## config.mk

```make
export PLATFORM = sky130hd
export DESIGN_NAME = jtoutrun_obj_romrsp_flat
export DESIGN_NICKNAME = d
export VERILOG_FILES = /design/src/rtl/jtoutrun_obj_romrsp_pkg.sv /design/src/rtl/jtoutrun_obj_romrsp_if.sv /design/src/rtl/jtoutrun_obj_romrsp.sv /design/src/flat_wrapper.sv
export SDC_FILE = /design/constraint.sdc
export NUM_CORES = 1
export LEC_CHECK = 0
export CAP_MARGIN = 5
export CORE_ASPECT_RATIO = 0.6
export CORE_MARGIN = 2
export CORE_UTILIZATION = 53
export DETAILED_ROUTE_END_ITERATION = 10
export PLACE_DENSITY = 0.92
export SLEW_MARGIN = 40
export SYNTH_ARGS = -nofsm -noshare
export SYNTH_HDL_FRONTEND = slang
export SYNTH_SLANG_ARGS = --single-unit
export TNS_END_PERCENT = 50
```

## constraint.sdc

```tcl
create_clock -name clk -period 7.2 [get_ports clk]
set_clock_uncertainty 0.2 [all_clocks]
set_input_delay 1.08 -clock clk [delete_from_list [all_inputs] [get_ports clk]]
set_output_delay 1.08 -clock clk [all_outputs]
set_load 0.02 [all_outputs]
```

## src/rtl/jtoutrun_obj_romrsp_pkg.sv

```systemverilog
// jtoutrun_obj_romrsp_pkg: shared types for the object ROM responder
package jtoutrun_obj_romrsp_pkg;
  localparam int OBJ_AW = 18;
  typedef enum logic [2:0] {
    ST_IDLE,
    ST_REQ_LO,
    ST_WAIT_LO,
    ST_REQ_HI,
    ST_WAIT_HI
  } state_t;
endpackage

```

## src/rtl/jtoutrun_obj_romrsp_if.sv

```systemverilog
// jtoutrun_obj_romrsp_if: object fetch port plus SDRAM slot signals of the responder
interface jtoutrun_obj_romrsp_if #(parameter int AW = 22);
  logic          obj_cs;
  logic [17:0]   obj_addr;
  logic [31:0]   obj_data;
  logic          obj_ok;
  logic          sdram_req;
  logic [AW-1:0] sdram_addr;
  logic          sdram_ack;
  logic          sdram_dst;
  logic [15:0]   sdram_din;
  logic [7:0]    st_fetch;
  modport master (
    output obj_cs, obj_addr, sdram_ack, sdram_dst, sdram_din,
    input  obj_data, obj_ok, sdram_req, sdram_addr, st_fetch
  );
  modport slave (
    input  obj_cs, obj_addr, sdram_ack, sdram_dst, sdram_din,
    output obj_data, obj_ok, sdram_req, sdram_addr, st_fetch
  );
endinterface

```

## src/rtl/jtoutrun_obj_romrsp.sv

```systemverilog
// jtoutrun_obj_romrsp: splits 32-bit object ROM fetches into two SDRAM word reads behind a one-entry cache
module jtoutrun_obj_romrsp
  import jtoutrun_obj_romrsp_pkg::*;
#(
  parameter int          AW     = 22,
  parameter logic [AW-1:0] OFFSET = '0
) (
  input logic clk,
  input logic rst,
  jtoutrun_obj_romrsp_if.slave bus
);
  state_t            r_st;
  logic [OBJ_AW-1:0] r_tag;
  logic              r_valid;
  logic [31:0]       r_data;
  logic              r_req;
  logic [AW-1:0]     r_addr;
  logic [7:0]        r_fetch;
  logic              w_hit;
  logic [AW-1:0]     w_base;
  assign w_hit          = r_valid & (r_tag == bus.obj_addr);
  assign w_base         = OFFSET + AW'({bus.obj_addr, 1'b0});
  assign bus.obj_ok     = bus.obj_cs & w_hit;
  assign bus.obj_data   = r_data;
  assign bus.sdram_req  = r_req;
  assign bus.sdram_addr = r_addr;
  assign bus.st_fetch   = r_fetch;
  // A started fetch always runs to completion so the SDRAM slot never sees an abandoned read
  always_ff @(posedge clk or posedge rst) begin
    if (rst) begin
      r_st    <= ST_IDLE;
      r_tag   <= '0;
      r_valid <= 1'b0;
      r_data  <= '0;
      r_req   <= 1'b0;
      r_addr  <= '0;
      r_fetch <= '0;
    end else begin
      case (r_st)
        ST_IDLE: if (bus.obj_cs && !w_hit) begin
          r_tag   <= bus.obj_addr;
          r_valid <= 1'b0;
          r_req   <= 1'b1;
          r_addr  <= w_base;
          r_st    <= ST_REQ_LO;
        end
        ST_REQ_LO: if (bus.sdram_ack) begin
          r_req <= bus.sdram_dst;
          if (bus.sdram_dst) begin
            r_data[15:0] <= bus.sdram_din;
            r_addr       <= r_addr + 1'b1;
          end
          r_st <= bus.sdram_dst ? ST_REQ_HI : ST_WAIT_LO;
        end
        ST_WAIT_LO: if (bus.sdram_dst) begin
          r_data[15:0] <= bus.sdram_din;
          r_req        <= 1'b1;
          r_addr       <= r_addr + 1'b1;
          r_st         <= ST_REQ_HI;
        end
        ST_REQ_HI: if (bus.sdram_ack) begin
          r_req <= 1'b0;
          if (bus.sdram_dst) begin
            r_data[31:16] <= bus.sdram_din;
            r_valid       <= 1'b1;
            r_fetch       <= r_fetch + 1'b1;
          end
          r_st <= bus.sdram_dst ? ST_IDLE : ST_WAIT_HI;
        end
        ST_WAIT_HI: if (bus.sdram_dst) begin
          r_data[31:16] <= bus.sdram_din;
          r_valid       <= 1'b1;
          r_fetch       <= r_fetch + 1'b1;
          r_st          <= ST_IDLE;
        end
        default: r_st <= ST_IDLE;
      endcase
    end
  end
endmodule
```

## src/flat_wrapper.sv

```systemverilog
// flat-port wrapper written by rule: the top's interface ports become plain ports
module jtoutrun_obj_romrsp_flat import jtoutrun_obj_romrsp_pkg::*;
#(
  parameter int          AW     = 22,
  parameter logic [AW-1:0] OFFSET = '0
)
  (clk, rst, bus_obj_cs, bus_obj_addr, bus_sdram_ack, bus_sdram_dst, bus_sdram_din, bus_obj_data, bus_obj_ok, bus_sdram_req, bus_sdram_addr, bus_st_fetch);
  jtoutrun_obj_romrsp_if #(.AW(AW)) bus_i ();
  input logic clk;
  input logic rst;
  input wire logic [$bits(bus_i.obj_cs)-1:0] bus_obj_cs;
  input wire logic [$bits(bus_i.obj_addr)-1:0] bus_obj_addr;
  input wire logic [$bits(bus_i.sdram_ack)-1:0] bus_sdram_ack;
  input wire logic [$bits(bus_i.sdram_dst)-1:0] bus_sdram_dst;
  input wire logic [$bits(bus_i.sdram_din)-1:0] bus_sdram_din;
  output wire logic [$bits(bus_i.obj_data)-1:0] bus_obj_data;
  output wire logic [$bits(bus_i.obj_ok)-1:0] bus_obj_ok;
  output wire logic [$bits(bus_i.sdram_req)-1:0] bus_sdram_req;
  output wire logic [$bits(bus_i.sdram_addr)-1:0] bus_sdram_addr;
  output wire logic [$bits(bus_i.st_fetch)-1:0] bus_st_fetch;
  assign bus_i.obj_cs = bus_obj_cs;
  assign bus_i.obj_addr = bus_obj_addr;
  assign bus_i.sdram_ack = bus_sdram_ack;
  assign bus_i.sdram_dst = bus_sdram_dst;
  assign bus_i.sdram_din = bus_sdram_din;
  assign bus_obj_data = bus_i.obj_data;
  assign bus_obj_ok = bus_i.obj_ok;
  assign bus_sdram_req = bus_i.sdram_req;
  assign bus_sdram_addr = bus_i.sdram_addr;
  assign bus_st_fetch = bus_i.st_fetch;
  jtoutrun_obj_romrsp #(.AW(AW), .OFFSET(OFFSET)) u_core (.clk(clk), .rst(rst), .bus(bus_i));
endmodule
```

==> impl_metrics.xml <==
<?xml version="1.0" encoding="UTF-8"?>
<metrics>
  <group name="status">
    <metric name="status" unit="">completed</metric>
  </group>
  <group name="setup_path">
    <metric name="crit_slowest_cell" unit="">clkdlybuf4s50_1</metric>
    <metric name="top_family_by_delay_on_critical_path" unit="">buffers and inverters</metric>
    <metric name="worstSetupStartpointType" unit="">input pin</metric>
    <metric name="worstPathMaxFanout" unit="">4</metric>
    <metric name="critical_path.n_buffers_inverters" unit="">2</metric>
    <metric name="most_numerous_cell_on_the_critical_path" unit="">clkdlybuf4s50_1</metric>
    <metric name="timing.setup.critical_path_class" unit="">in2out</metric>
    <metric name="cp_data_arrival_time" unit="ns">3.35</metric>
    <metric name="critPathMaxStageDelay" unit="ns">0.61</metric>
    <metric name="timing.critical_path.cells" unit="">clkdlybuf4s50_1 -&gt; xor2_1 -&gt; a211o_1 -&gt; nor4_2 -&gt; nand3_1 -&gt; nor2_1 -&gt; clkdlybuf4s50_1</metric>
    <metric name="end_kind" unit="">output port</metric>
    <metric name="worst-endpoint-required" unit="ns">5.92</metric>
  </group>
  <group name="clock_tree">
    <metric name="clk_path_buf_depth" unit="">2</metric>
    <metric name="cts_buffers" unit="">9</metric>
    <metric name="cts.sinks" unit="">85</metric>
    <metric name="root_buffer" unit="">clkbuf_16</metric>
    <metric name="cts_htree_levels" unit="">3</metric>
    <metric name="postCtsSetupBuffers" unit="">0</metric>
    <metric name="clock_insertion_delay_worst_skew" unit="ns">0.34</metric>
    <metric name="ctsResizeCount" unit="">0</metric>
    <metric name="cts.reportedPaths.clkPinSlew" unit="ns">0.06</metric>
    <metric name="cts_tree" unit="">yes</metric>
    <metric name="postCtsHoldBufs" unit="">0</metric>
  </group>
  <group name="drt">
    <metric name="routed-via-count" unit="">3673</metric>
    <metric name="detail_route.wirelength" unit="mm">11.21</metric>
    <metric name="postRouteAntennaNets" unit="">0</metric>
    <metric name="detail_route.first_pass.iterations" unit="">7</metric>
    <metric name="avg_vias_per_cell" unit="">5.896</metric>
    <metric name="detail_route.iter0.violations" unit="">475</metric>
    <metric name="detail_route.drc_violations" unit="">0</metric>
    <metric name="wl_per_cell" unit="microns">17.99</metric>
  </group>
  <group name="flow_run">
    <metric name="maxCapViolations" unit="">0</metric>
  </group>
  <group name="timing">
    <metric name="finalCriticalPeriod" unit="ns">4.626</metric>
    <metric name="tightest_slew" unit="ns">0.8540</metric>
    <metric name="final.hold.worst_slack" unit="ns">0.2724</metric>
    <metric name="max_freq" unit="MHz">216.2</metric>
    <metric name="timing_max_transition_violations_final" unit="">0</metric>
    <metric name="fin_crit_sh" unit="">0.6425</metric>
    <metric name="timing.setup.tns" unit="ns">0</metric>
    <metric name="slew_headroom" unit="">0.4307</metric>
    <metric name="finalWorstSetupSlack" unit="ns">2.574</metric>
    <metric name="rsz0062_at_grt" unit="">no</metric>
    <metric name="timing.final.hold_violations" unit="">0</metric>
    <metric name="report.final.setup_viol" unit="">0</metric>
  </group>
  <group name="finish">
    <metric name="final.fill_count" unit="">543</metric>
    <metric name="fin_util" unit="">0.7410</metric>
    <metric name="layout-drive-gt1-share" unit="">0.09634</metric>
    <metric name="antenna_cells" unit="">0</metric>
    <metric name="syn_to_final_growth" unit="%">33.51</metric>
    <metric name="finish.net_count" unit="">555</metric>
  </group>
  <group name="die">
    <metric name="starting_density_of_the_core" unit="">0.5550</metric>
    <metric name="placementRows" unit="">24</metric>
    <metric name="io_pins" unit="">103</metric>
    <metric name="design.core.area" unit="sq um">7387</metric>
    <metric name="design.die.area" unit="sq um">8479</metric>
    <metric name="chipWidth" unit="microns">117.6</metric>
    <metric name="die_y" unit="microns">72.13</metric>
  </group>
  <group name="placement">
    <metric name="pre_cts_ws" unit="ns">2.629</metric>
    <metric name="place.gp.congestion" unit="">0.8923</metric>
    <metric name="dp_hpwl" unit="mm">7.821</metric>
    <metric name="buffer_ports.inserted" unit="">102</metric>
  </group>
  <group name="grt">
    <metric name="grt_pass1_wl" unit="mm">18.01</metric>
    <metric name="initial_antenna_violation_count" unit="">0</metric>
    <metric name="grt.overflow.total" unit="">0</metric>
    <metric name="first_global_vias" unit="">3521</metric>
    <metric name="grt_start_max_net_pins" unit="">86</metric>
    <metric name="gr-usage-all-layers" unit="">0.2750</metric>
  </group>
  <group name="synth">
    <metric name="yosysMostFrequentCell" unit="">nand2_1</metric>
    <metric name="synth.yosys.seq_area_share" unit="">0.5188</metric>
    <metric name="synthFlopType" unit="">dfrtp_1</metric>
    <metric name="synth-async-reset-ratio" unit="">1.000</metric>
    <metric name="netlist_instances" unit="">418</metric>
    <metric name="yosys.area.top_type" unit="">dfrtp_1</metric>
    <metric name="synth_cell_types" unit="">40</metric>
    <metric name="syn_nets" unit="">459</metric>
    <metric name="netlist.area_leader.share" unit="">0.5188</metric>
    <metric name="synth.ff_latch_count" unit="">85</metric>
    <metric name="syn-mean-instance-area" unit="sq um">9.809</metric>
    <metric name="yosysWarnings" unit="">0</metric>
    <metric name="number_of_flops_mapped_to_enable_cells_by_yosys" unit="">0</metric>
    <metric name="synth.top_cells.by_area" unit="">dfrtp_1, nand2_1, mux2_2</metric>
    <metric name="synthesis.area" unit="sq um">4100</metric>
    <metric name="commonest_cells_in_the_netlist" unit="">nand2_1, dfrtp_1, a21oi_1, nand3_1, clkbuf_1</metric>
  </group>
  <group name="hold_path">
    <metric name="hp-class" unit="">reg2reg</metric>
  </group>
  <group name="pwr">
    <metric name="power.switching" unit="mW">1.096</metric>
    <metric name="power.share.sequential" unit="">0.348</metric>
    <metric name="p_clk_frac" unit="">0.160</metric>
    <metric name="areal_power_density_over_the_cells" unit="nW/um^2">477.0</metric>
    <metric name="p_comb_frac" unit="">0.493</metric>
    <metric name="design_power_total" unit="mW">2.611</metric>
    <metric name="power.switching_fraction" unit="">0.4199</metric>
    <metric name="cellInternalPower" unit="mW">1.515</metric>
    <metric name="vdd_drop_max" unit="uV">223.6</metric>
    <metric name="p_leak" unit="nW">2.325</metric>
  </group>
</metrics>
-- per-layer routing --
layer	track usage	share of wire	vias to the layer above
met5	0	0	-
met4	0.08166	0.018	0
met3	0.09355	0.10	32
met2	0.4185	0.46	204
met1	0.3805	0.42	1787
li1	-	-	1650
-- area by class of cell --
cell class / instances / area [sq um] / area share
sequential: 85 / 2127 / 0.3886
timing repair buffer: 107 / 1069 / 0.1952
clock inverter: 4 / 25.02 / 0.004571
inverter: 17 / 65.06 / 0.01189
clock buffer: 12 / 236.5 / 0.04320
tap: 104 / 130.1 / 0.02377
multi-input combinational: 294 / 1822 / 0.3328
-- worst register-to-register path, delay by kind of cell (launching register included) --
family / cells / cell delay, ns
AO/OA/AOI/OAI: 3 / 0.87
AND/OR/NAND/NOR: 2 / 0.63
flip-flops: 1 / 0.40
XOR/XNOR: 1 / 0.16
buffers and inverters: 1 / 0.25
-- registers in the layout, summed over array words and instances (netlist names) --
register and count:
u_core.bus.obj_data 32, u_core.bus.st_fetch 8, u_core.r_tag 18, u_core.r_valid 1, u_core.bus.sdram_addr 22, u_core.r_st 3, u_core.bus.sdram_req 1
-- through the flow --
step / instances / cell area, sq um
after detailed placement: 607 / 5204
after CTS: 623 / 5465
after global placement: 606 / 5187
after floorplan: 418 / 4100
after global routing: 623 / 5474
final: 623 / 5474
-- worst paths after layout --
path | start | to | slack (ns) | cells after the start
min | u_core.bus.obj_data[22] | u_core.bus.obj_data[22] | 0.27 | 2
max reg2reg | u_core.r_tag[11] | u_core.bus.sdram_addr[21] | 4.60 | 7
min reg2reg | u_core.bus.obj_data[22] | u_core.bus.obj_data[22] | 0.27 | 2
min in group asynchronous | rst | u_core.bus.obj_data[7] | 1.04 | 3
max in group asynchronous | rst | u_core.bus.sdram_addr[10] | 5.29 | 3
max | bus_obj_addr[12] | bus_obj_ok | 2.57 | 7
-- cells in the final DEF, fill, tap and decap left out, drive strengths merged, types with 10 or more instances in the layout --
cell type	instances
clkdlybuf4s50	102
nand2	88
dfrtp	85
mux2	30
a21oi	27
nand3	20
xnor2	16
o21ai	16
a31oi	16
inv	15
nor2	13
clkbuf	13
o22ai	10
-- power by group through the flow --
| stage | combinational (mW) | clock (mW) | sequential (mW) |
|---|---|---|---|
| 2_1_floorplan | 0.622 | 0 | 1.03 |
| 3_3_place_gp | 1.22 | 0 | 0.885 |
| 3_5_place_dp | 1.27 | 0 | 0.903 |
| 4_1_cts | 1.28 | 0.420 | 0.900 |
| 5_1_grt | 1.39 | 0.443 | 0.933 |
| 6_report | 1.29 | 0.417 | 0.908 |
-- cell families (layout without fill, tap and decap cells) --
| family | after synthesis | in the layout | synth area share |
|---|---|---|---|
| buf+inv | 39 | 140 | 0.03936 |
| flops | 85 | 85 | 0.5188 |
| simple gates | 154 | 154 | 0.1721 |
| fa+ha+maj | 2 | 2 | 0.006102 |
| mux | 34 | 34 | 0.09673 |
| xor+xnor | 21 | 21 | 0.04486 |
| compound gates | 83 | 83 | 0.1221 |
No activity file was read; power rests on OpenSTA's default activity.
